--- src/rtl/tl_channel_buffer_pkg.sv ---
// TileLink-UL channel buffer shared definitions: opcodes, field widths, beat packing.
// Beats are packed MSB-first in field order: A = opcode,param,size,source,address,mask,data,corrupt.
package tl_channel_buffer_pkg;

    localparam logic [2:0] TL_A_PUT_FULL        = 3'd0;
    localparam logic [2:0] TL_A_PUT_PARTIAL     = 3'd1;
    localparam logic [2:0] TL_A_GET             = 3'd4;
    localparam logic [2:0] TL_D_ACCESS_ACK      = 3'd0;
    localparam logic [2:0] TL_D_ACCESS_ACK_DATA = 3'd1;

    localparam int unsigned OPCODE_W  = 3;
    localparam int unsigned A_PARAM_W = 3;
    localparam int unsigned D_PARAM_W = 2;
    localparam int unsigned SIZE_W    = 3;
    localparam int unsigned SINK_W    = 1;
    localparam int unsigned DENIED_W  = 1;
    localparam int unsigned CORRUPT_W = 1;

    // D = opcode,param,size,source,sink,denied,data,corrupt
    function automatic int unsigned a_width(input int unsigned addr_w, input int unsigned data_w,
                                            input int unsigned src_w);
        return OPCODE_W + A_PARAM_W + SIZE_W + src_w + addr_w + data_w / 8 + data_w + CORRUPT_W;
    endfunction

    function automatic int unsigned d_width(input int unsigned src_w, input int unsigned data_w);
        return OPCODE_W + D_PARAM_W + SIZE_W + src_w + SINK_W + DENIED_W + data_w + CORRUPT_W;
    endfunction

    function automatic int unsigned a_data_lsb();
        return CORRUPT_W;
    endfunction

    function automatic int unsigned a_mask_lsb(input int unsigned data_w);
        return CORRUPT_W + data_w;
    endfunction

    function automatic int unsigned a_addr_lsb(input int unsigned data_w);
        return CORRUPT_W + data_w + data_w / 8;
    endfunction

    function automatic int unsigned a_source_lsb(input int unsigned addr_w, input int unsigned data_w);
        return a_addr_lsb(data_w) + addr_w;
    endfunction

    function automatic int unsigned a_size_lsb(input int unsigned addr_w, input int unsigned data_w,
                                               input int unsigned src_w);
        return a_source_lsb(addr_w, data_w) + src_w;
    endfunction

    function automatic int unsigned d_source_lsb(input int unsigned data_w);
        return CORRUPT_W + data_w + DENIED_W + SINK_W;
    endfunction

    // Default-width payloads for software-visible packing (ADDR_W=31, DATA_W=32, SRC_W=3)
    typedef struct packed {
        logic [2:0]  opcode;
        logic [2:0]  param;
        logic [2:0]  size;
        logic [2:0]  source;
        logic [30:0] address;
        logic [3:0]  mask;
        logic [31:0] data;
        logic        corrupt;
    } tl_a_t;

    typedef struct packed {
        logic [2:0]  opcode;
        logic [1:0]  param;
        logic [2:0]  size;
        logic [2:0]  source;
        logic        sink;
        logic        denied;
        logic [31:0] data;
        logic        corrupt;
    } tl_d_t;

endpackage

--- src/rtl/tl_buffer_fifo.sv ---
// Ready/valid FIFO with fully registered in_ready; DEPTH=0 collapses to wires.
// Optional empty-FIFO flow-through under TL_CHANNEL_BUFFER_FLOW_EN.
module tl_buffer_fifo #(
    parameter int unsigned WIDTH = 8,
    parameter int unsigned DEPTH = 2,
    localparam int unsigned CNT_W = (DEPTH == 0) ? 1 : $clog2(DEPTH + 1)
) (
    input  logic             clk,
    input  logic             rst_n,
    input  logic             in_valid,
    output logic             in_ready,
    input  logic [WIDTH-1:0] in_bits,
    output logic             out_valid,
    input  logic             out_ready,
    output logic [WIDTH-1:0] out_bits,
    output logic [CNT_W-1:0] count
);

    if (DEPTH == 0) begin : g_wire
        logic unused_clk_rst;
        assign unused_clk_rst = clk ^ rst_n;
        assign out_valid = in_valid;
        assign out_bits  = in_bits;
        assign in_ready  = out_ready;
        assign count     = '0;
    end else begin : g_fifo
        localparam int unsigned PTR_W = (DEPTH > 1) ? $clog2(DEPTH) : 1;

        logic [WIDTH-1:0] storage_q [DEPTH];
        logic [WIDTH-1:0] last_q;
        logic [PTR_W-1:0] wr_ptr_q, rd_ptr_q;
        logic [CNT_W-1:0] count_q;
        logic             empty, bypass, push, pop;

        function automatic logic [PTR_W-1:0] ptr_inc(input logic [PTR_W-1:0] p);
            return (p == PTR_W'(DEPTH - 1)) ? '0 : p + PTR_W'(1);
        endfunction

        assign empty    = (count_q == '0);
        assign in_ready = (count_q != CNT_W'(DEPTH));
        assign count    = count_q;

        // last_q keeps out_bits at the most recently delivered beat while empty
`ifdef TL_CHANNEL_BUFFER_FLOW_EN
        assign bypass    = empty & in_valid & out_ready;
        assign out_valid = !empty | in_valid;
        assign out_bits  = !empty  ? storage_q[rd_ptr_q] :
                           in_valid ? in_bits : last_q;
`else
        assign bypass    = 1'b0;
        assign out_valid = !empty;
        assign out_bits  = empty ? last_q : storage_q[rd_ptr_q];
`endif

        assign push = in_valid & in_ready & !bypass;
        assign pop  = !empty & out_ready;

        always_ff @(posedge clk or negedge rst_n) begin
            if (!rst_n) begin
                for (int i = 0; i < int'(DEPTH); i++) storage_q[i] <= '0;
                last_q   <= '0;
                wr_ptr_q <= '0;
                rd_ptr_q <= '0;
                count_q  <= '0;
            end else begin
                if (push) begin
                    storage_q[wr_ptr_q] <= in_bits;
                    wr_ptr_q            <= ptr_inc(wr_ptr_q);
                end
                if (pop) begin
                    last_q   <= storage_q[rd_ptr_q];
                    rd_ptr_q <= ptr_inc(rd_ptr_q);
                end else if (bypass) begin
                    last_q <= in_bits;
                end
                if (push && !pop)      count_q <= count_q + CNT_W'(1);
                else if (pop && !push) count_q <= count_q - CNT_W'(1);
            end
        end
    end

endmodule

--- src/rtl/tl_channel_buffer.sv ---
// TileLink-UL A/D channel buffer: one independent FIFO per channel, payloads untouched.
// Build option: TL_CHANNEL_BUFFER_FLOW_EN enables zero-latency flow-through when a FIFO is empty.
module tl_channel_buffer
    import tl_channel_buffer_pkg::*;
#(
    parameter int unsigned ADDR_W  = 31,
    parameter int unsigned DATA_W  = 32,
    parameter int unsigned SRC_W   = 3,
    parameter int unsigned A_DEPTH = 2,
    parameter int unsigned D_DEPTH = 2,
    localparam int unsigned A_W     = a_width(ADDR_W, DATA_W, SRC_W),
    localparam int unsigned D_W     = d_width(SRC_W, DATA_W),
    localparam int unsigned A_CNT_W = (A_DEPTH == 0) ? 1 : $clog2(A_DEPTH + 1),
    localparam int unsigned D_CNT_W = (D_DEPTH == 0) ? 1 : $clog2(D_DEPTH + 1)
) (
    input  logic               clock,
    input  logic               reset_n,
    input  logic               a_in_valid,
    output logic               a_in_ready,
    input  logic [A_W-1:0]     a_in_bits,
    output logic               a_out_valid,
    input  logic               a_out_ready,
    output logic [A_W-1:0]     a_out_bits,
    input  logic               d_in_valid,
    output logic               d_in_ready,
    input  logic [D_W-1:0]     d_in_bits,
    output logic               d_out_valid,
    input  logic               d_out_ready,
    output logic [D_W-1:0]     d_out_bits,
    output logic [A_CNT_W-1:0] a_count,
    output logic [D_CNT_W-1:0] d_count
);

    tl_buffer_fifo #(.WIDTH(A_W), .DEPTH(A_DEPTH)) u_a_fifo (
        .clk       (clock),
        .rst_n     (reset_n),
        .in_valid  (a_in_valid),
        .in_ready  (a_in_ready),
        .in_bits   (a_in_bits),
        .out_valid (a_out_valid),
        .out_ready (a_out_ready),
        .out_bits  (a_out_bits),
        .count     (a_count)
    );

    tl_buffer_fifo #(.WIDTH(D_W), .DEPTH(D_DEPTH)) u_d_fifo (
        .clk       (clock),
        .rst_n     (reset_n),
        .in_valid  (d_in_valid),
        .in_ready  (d_in_ready),
        .in_bits   (d_in_bits),
        .out_valid (d_out_valid),
        .out_ready (d_out_ready),
        .out_bits  (d_out_bits),
        .count     (d_count)
    );

endmodule
--- config.mk ---
export PLATFORM = sky130hd
export DESIGN_NAME = tl_channel_buffer
export DESIGN_NICKNAME = d
export VERILOG_FILES = /design/src/rtl/tl_channel_buffer_pkg.sv /design/src/rtl/tl_buffer_fifo.sv /design/src/rtl/tl_channel_buffer.sv
export SDC_FILE = /design/constraint.sdc
export NUM_CORES = 1
export LEC_CHECK = 0
export ABC_AREA = 0
export CAP_MARGIN = 20
export CORE_UTILIZATION = 51
export CTS_BUF_LIST = sky130_fd_sc_hd__clkbuf_8
export CTS_CLUSTER_DIAMETER = 40
export DETAILED_ROUTE_END_ITERATION = 7
export GPL_TIMING_DRIVEN = 0
export PLACE_DENSITY = 0.79
export SYNTH_ARGS = -nofsm -noshare
export SYNTH_HDL_FRONTEND = slang
export SYNTH_HIERARCHICAL = 1
export SYNTH_SLANG_ARGS = --single-unit
--- constraint.sdc ---
create_clock -name clock -period 1.88 [get_ports clock]
set_clock_uncertainty 0.2 [all_clocks]
set_input_delay 0.564 -clock clock [delete_from_list [all_inputs] [get_ports clock]]
set_output_delay 0.564 -clock clock [all_outputs]
set_load 0.05 [all_outputs]
## Word level (Yosys, flattened, before mapping)

Cells that the tools add are included.

- Add/subtract/negate cells: 8
- Magnitude comparators: 6
- Equality and inequality tests: 2
- Mux-type cells: 22
- Bitwise operators: 8
- Reductions and logical operators: 16

Operator list:

| cell | number |
|---|---|
| 80-bit two-way mux | 5 |
| 46-bit two-way mux | 5 |
| 160-bit bitwise mux | 1 |
| 92-bit bitwise mux | 1 |
| 80-bit demux with 1-bit select | 1 |
| 46-bit demux with 1-bit select | 1 |
| 2-bit >= comparator (second input constant) | 4 |
| 2-bit two-way mux | 4 |
| 1-bit NOT with 2-bit output | 4 |
| 1-bit logical AND | 6 |
| 1-bit zero test | 6 |
| 1-bit adder (second input constant) | 4 |
| 2-bit by 1-bit adder with 2-bit output (second input constant) | 2 |
| 1-bit bitwise AND | 4 |
| 2-bit zero test | 2 |
| 2-bit by 1-bit less-than comparator with 1-bit output (second input constant) | 2 |
| 1-bit two-way mux | 4 |
| 2-bit inequality test (second input constant) | 2 |
| 2-bit nonzero test | 2 |
| 2-bit by 1-bit subtractor with 2-bit output (second input constant) | 2 |

- Flip-flop bits (word level): 386
- Input port bits: 132

## Depth between registers and ports, before layout

- Depth in word-level cells: 6
- Depth in mapped cells: 7

## By module

Netlist, hierarchy kept.

By module, submodules not included:

| module | times used | cells an instance | area each (µm²) | seq. area each (µm²) |
|---|---|---|---|---|
| tl_buffer_fifo at u_a_fifo | 1 | 879 | 11,392.2 | 6,105.9 |
| tl_buffer_fifo at u_d_fifo | 1 | 512 | 6,565.0 | 3,553.4 |

## Least setup slack after synthesis

No wires, ideal clock.

- Path type: reg2out
- From: reg u_d_fifo.g_fifo.count_q[0] (netlist: u_d_fifo/count[0])
- To: out d_out_bits[36]
- Arrival: 2.365 ns
- Data required time: 1.116 ns
- Setup slack: -1.249 ns
- Stages on the path, launching flop included: 5
- Path through: dfrtp_1 > or2_1 > buf_2 > buf_1 > a21oi_1

- Cells in the longest elaborated chain, start to end: 2

RTL lines:

| what | line | RTL |
|---|---|---|
| start: declaration | tl_buffer_fifo.sv:32 | `logic [CNT_W-1:0] count_q;` |
| start signal: assignment | tl_buffer_fifo.sv:76 | `if (push && !pop) count_q <= count_q + CNT_W'(1);` |
| start signal: assignment | tl_buffer_fifo.sv:77 | `else if (pop && !push) count_q <= count_q - CNT_W'(1);` |
| 2-bit zero test | tl_buffer_fifo.sv:39 | `assign empty = (count_q == '0);` |
| 46-bit two-way mux | tl_buffer_fifo.sv:52 | `assign out_bits = empty ? last_q : storage_q[rd_ptr_q];` |
| end: declaration | tl_channel_buffer.sv:29 | `output logic [D_W-1:0] d_out_bits,` |

No other way between the ends.

## Worst setup path in the final report

- From: reg u_a_fifo.g_fifo.count_q[0] (netlist: u_a_fifo/count[0])
- To: out a_out_bits[34]

- Cells in the longest elaborated chain, start to end: 2

RTL lines:

| what | line | RTL |
|---|---|---|
| start: declaration | tl_buffer_fifo.sv:32 |  |
| start signal: assignment | tl_buffer_fifo.sv:76 |  |
| start signal: assignment | tl_buffer_fifo.sv:77 |  |
| 2-bit zero test | tl_buffer_fifo.sv:39 |  |
| 80-bit two-way mux | tl_buffer_fifo.sv:52 |  |
| end: declaration | tl_channel_buffer.sv:23 | `output logic [A_W-1:0] a_out_bits,` |

No other way between the ends.

==> reports/qor.tcl <==
set qor(fin_crit_sh) 1.536
set qor(outcome) {complete, but fails checks}
set qor(synth_top_family_by_area) {multiplexers}
set qor(tritoncts.num_buffers) 69
set qor(ys_seq_elements) 386
set qor(grt_pass1_vias) 13381
set qor(area_of_the_mapped_netlist_sq_um) 17960
set qor(setup_slack_ns) -1.008
set qor(cp-end-kind) {output port}
set qor(crit_chain) {or2_1 -> buf_6 -> clkbuf_2 -> nor2_1 -> a21oi_4 -> buf_6}
set qor(wl_per_cell_um) 23.54
set qor(timing.setup.tns_ns) -150.20
set qor(io_buffers) 265
set qor(grt_overflow_total) 0
set qor(layout-drive-gt1-share) 0.5190
set qor(vias_per_cell) 5.708
set qor(drc_errors) 0
set qor(floorplan.io_pins) 266
set qor(area_delta_synth_final_pct) 47.95
set qor(post_synthesis_sequential_area_ratio) 0.5379
set qor(cts_htree_levels) 3
set qor(post_synth_and_or_nand_nor_area_fraction) 0.05825
set qor(finalNetCount) 1898
set qor(initial_drt_pass_iterations) 5
set qor(cts.path.max_buffers) 3
set qor(rsz_0062_raised_after_global_routing) {yes}
set qor(period_needed_ns) 2.888
set qor(cp_slowest_stage_delay_ns) 0.42
set qor(place.gp.congestion) 0.7889
set qor(netlist-cell-type-count) 27
set qor(number_of_antenna_violations_at_the_first_check_in_global_routing) 7
set qor(post_synth_mux_area_share) 0.2784
set qor(final.hold.worst_slack_ns) -0.3232
set qor(preCtsSetupSlack_ns) -1.250
set qor(cp-start-kind) {register}
set qor(initial_core_util) 0.5186
set qor(post_dp_hpwl_mm) 29.57
set qor(clkSinkCount) 386
set qor(die_area_sq_um) 35970
set qor(worstPathRequired_ns) 1.12
set qor(min-delay-path-class) {input port to async pin}
set qor(timing.critical_path.fanout_max) 10
set qor(tightestPinTransition_ns) 0.6408
set qor(finalHoldViolCount) 49
set qor(crit_path_top_delay_cell) {sky130_fd_sc_hd__dfrtp_2}
set qor(synth-warning-count) 6
set qor(clk_transition_reported_paths_ns) 0.06
set qor(totalWireLength_mm) 53.44
set qor(max_freq_mhz) 346.2
set qor(floorplan.die.width_um) 189.6
set qor(worst_skew_pair.late_latency_ns) 0.61
set qor(worstSetupPathType) {register to output port}
set qor(slew_violations) 0
set qor(critical-path-top-cell-by-count) {sky130_fd_sc_hd__buf_6}
set qor(dr_total_vias) 12957
set qor(grt_use_total) 0.2580
set qor(cts-root-buf) {sky130_fd_sc_hd__clkbuf_8}
set qor(synth_compound_area_frac) 0.07100
set qor(clock_tree_from_tritoncts) {built}
set qor(mean_syn_cell_area_sq_um) 12.91
set qor(total_core_area_sq_um) 34630
set qor(most_common_library_cell_in_the_layout_ignoring_fill_and_taps) {sky130_fd_sc_hd__dfrtp_1}
set qor(synth-xor-area-share) 0.004877
set qor(floorplan.rows) 68
set qor(slew-limit-headroom) 0.5728
set qor(detail-route-antenna-nets) 0
set qor(postSynthNetCount) 1525
set qor(die_y_um) 189.6
set qor(maxCapViolations) 0
set qor(most-common-layout-cells) {sky130_fd_sc_hd__dfrtp_1 (381), sky130_fd_sc_hd__mux2_4 (240), sky130_fd_sc_hd__clkdlybuf4s50_1 (130)}
set qor(drt_iter0_drc) 771
set qor(critPathArrivalTime_ns) 2.12
set qor(crit_path_start) {u_a_fifo/count[0]}
set qor(number_of_cells_produced_by_synthesis) 1391
set qor(finalSetupViolations) 400
set qor(synth_adder_area_share) 0.001394
set qor(grt_first_pass_wirelength_mm) 72.86
set qor(regToRegStartpoint) {u_a_fifo/count[1]}
set qor(n_fill_cell) 1883
set qor(pin_count_of_the_biggest_net_entering_global_routing) 119
set qor(failed_checks) {negative hold slack, negative setup slack}
-- flip-flops by register name, summed over array words and instances (netlist names) --
name                       count
u_a_fifo/g_fifo.last_q        80
u_a_fifo/count                 2
u_d_fifo/g_fifo.wr_ptr_q       1
u_d_fifo/count                 2
u_a_fifo/g_fifo.storage_q    160
u_d_fifo/g_fifo.storage_q     92
u_a_fifo/g_fifo.wr_ptr_q       1
u_d_fifo/g_fifo.last_q        46
u_a_fifo/g_fifo.rd_ptr_q       1
u_d_fifo/g_fifo.rd_ptr_q       1
-- layer usage --
layer  vias up  GRT usage  routed length (um)
li1       5562          -                   -
met1      6709     0.3204               20600
met2       531     0.4272               26910
met3       143    0.08301                3977
met4        12    0.08127                1865
met5         -          0                  84
-- cell type report --
class	count	area [sq um]	share of cell area
antenna	2	5.005	0.0001884
buffer	97	1418	0.05336
clock buffer	84	1156	0.04352
clock inverter	36	225.2	0.008477
multi-input combinational	908	9937	0.3740
sequential	386	9666	0.3638
tap	455	569.3	0.02143
timing repair buffer	302	3592	0.1352
-- critical path, delay by kind of cell (launching register included) --
| family | cells | cell delay (ns) |
|---|---|---|
| buf+inv | 3 | 0.57 |
| simple gates | 2 | 0.47 |
| flops | 1 | 0.42 |
| compound gates | 1 | 0.06 |
-- kinds of logic after synthesis --
kind of cell,Yosys count
AOI/OAI and AO/OA,254
xor gates and xnor gates,10
adders and majority gates,2
buffers and inverters,97
DFF,386
muxes,378
and+or+nand+nor,264
-- final timing paths --
check / endpoint / slack [ns] / cells past startpoint
worst min-delay path: u_d_fifo/g_fifo.storage_q[58] / -0.32 / 1
max in group asynchronous: u_a_fifo/g_fifo.storage_q[27] / 0.37 / 3
min in group clock: u_a_fifo/g_fifo.last_q[58] / 0.28 / 2
worst max-delay path: a_out_bits[34] / -1.01 / 6
worst max register to register: u_a_fifo/count[1] / -0.29 / 11
worst min register to register: u_a_fifo/g_fifo.last_q[58] / 0.28 / 2
-- cells in the mapped netlist --
| cell type | count | share of area |
|---|---|---|
| sky130_fd_sc_hd__and3b_4 | 1 | 0.00070 |
| sky130_fd_sc_hd__clkbuf_1 | 22 | 0.0046 |
| sky130_fd_sc_hd__buf_12 | 26 | 0.029 |
| sky130_fd_sc_hd__mux2_4 | 240 | 0.20 |
| sky130_fd_sc_hd__and2_2 | 1 | 0.00042 |
| sky130_fd_sc_hd__o21ai_1 | 1 | 0.00028 |
| sky130_fd_sc_hd__or2_1 | 2 | 0.00070 |
| sky130_fd_sc_hd__and2_1 | 1 | 0.00035 |
| sky130_fd_sc_hd__xnor2_1 | 4 | 0.0020 |
| sky130_fd_sc_hd__buf_6 | 2 | 0.0013 |
| sky130_fd_sc_hd__o21ai_2 | 1 | 0.00049 |
| sky130_fd_sc_hd__nand2_1 | 126 | 0.026 |
| sky130_fd_sc_hd__mux2i_1 | 126 | 0.070 |
| sky130_fd_sc_hd__nor2_1 | 128 | 0.027 |
| sky130_fd_sc_hd__a21oi_1 | 126 | 0.035 |
| sky130_fd_sc_hd__buf_1 | 3 | 0.00063 |
| sky130_fd_sc_hd__buf_4 | 3 | 0.0013 |
| sky130_fd_sc_hd__ha_1 | 2 | 0.0014 |
| sky130_fd_sc_hd__buf_2 | 41 | 0.011 |
| sky130_fd_sc_hd__nand2b_4 | 2 | 0.0015 |
| sky130_fd_sc_hd__and3_1 | 1 | 0.00035 |
| sky130_fd_sc_hd__o21ai_0 | 126 | 0.035 |
| sky130_fd_sc_hd__and3_4 | 1 | 0.00063 |
| sky130_fd_sc_hd__xor2_1 | 6 | 0.0029 |
| sky130_fd_sc_hd__mux2_2 | 12 | 0.0075 |
| sky130_fd_sc_hd__and3b_1 | 1 | 0.00049 |
| sky130_fd_sc_hd__dfrtp_1 | 386 | 0.54 |
-- stage by stage --
stage                 util  hold WS (ns)  area [sq um]  cells
finish              0.7672       -0.3232         26570   2270
CTS                 0.7036       -0.3539         24360   2239
global placement    0.6374        0.2622         22070   2111
detailed placement  0.6399        0.2713         22160   2114
floorplan                -       0.06841         18850   1391
global route        0.7672       -0.3392         26570   2269
-- what timing repair did --
item	in CTS	in global routing
pin swaps	1	15
hold endpoints to repair	49	49
gates resized for setup	1058	444
gates cloned	0	13
buffers inserted	5	17
endpoints found under the setup margin	221	280
Power is left out: the tool's default activity adds up to more than one toggle a clock period on the data nets, which glitch-free logic cannot reach.
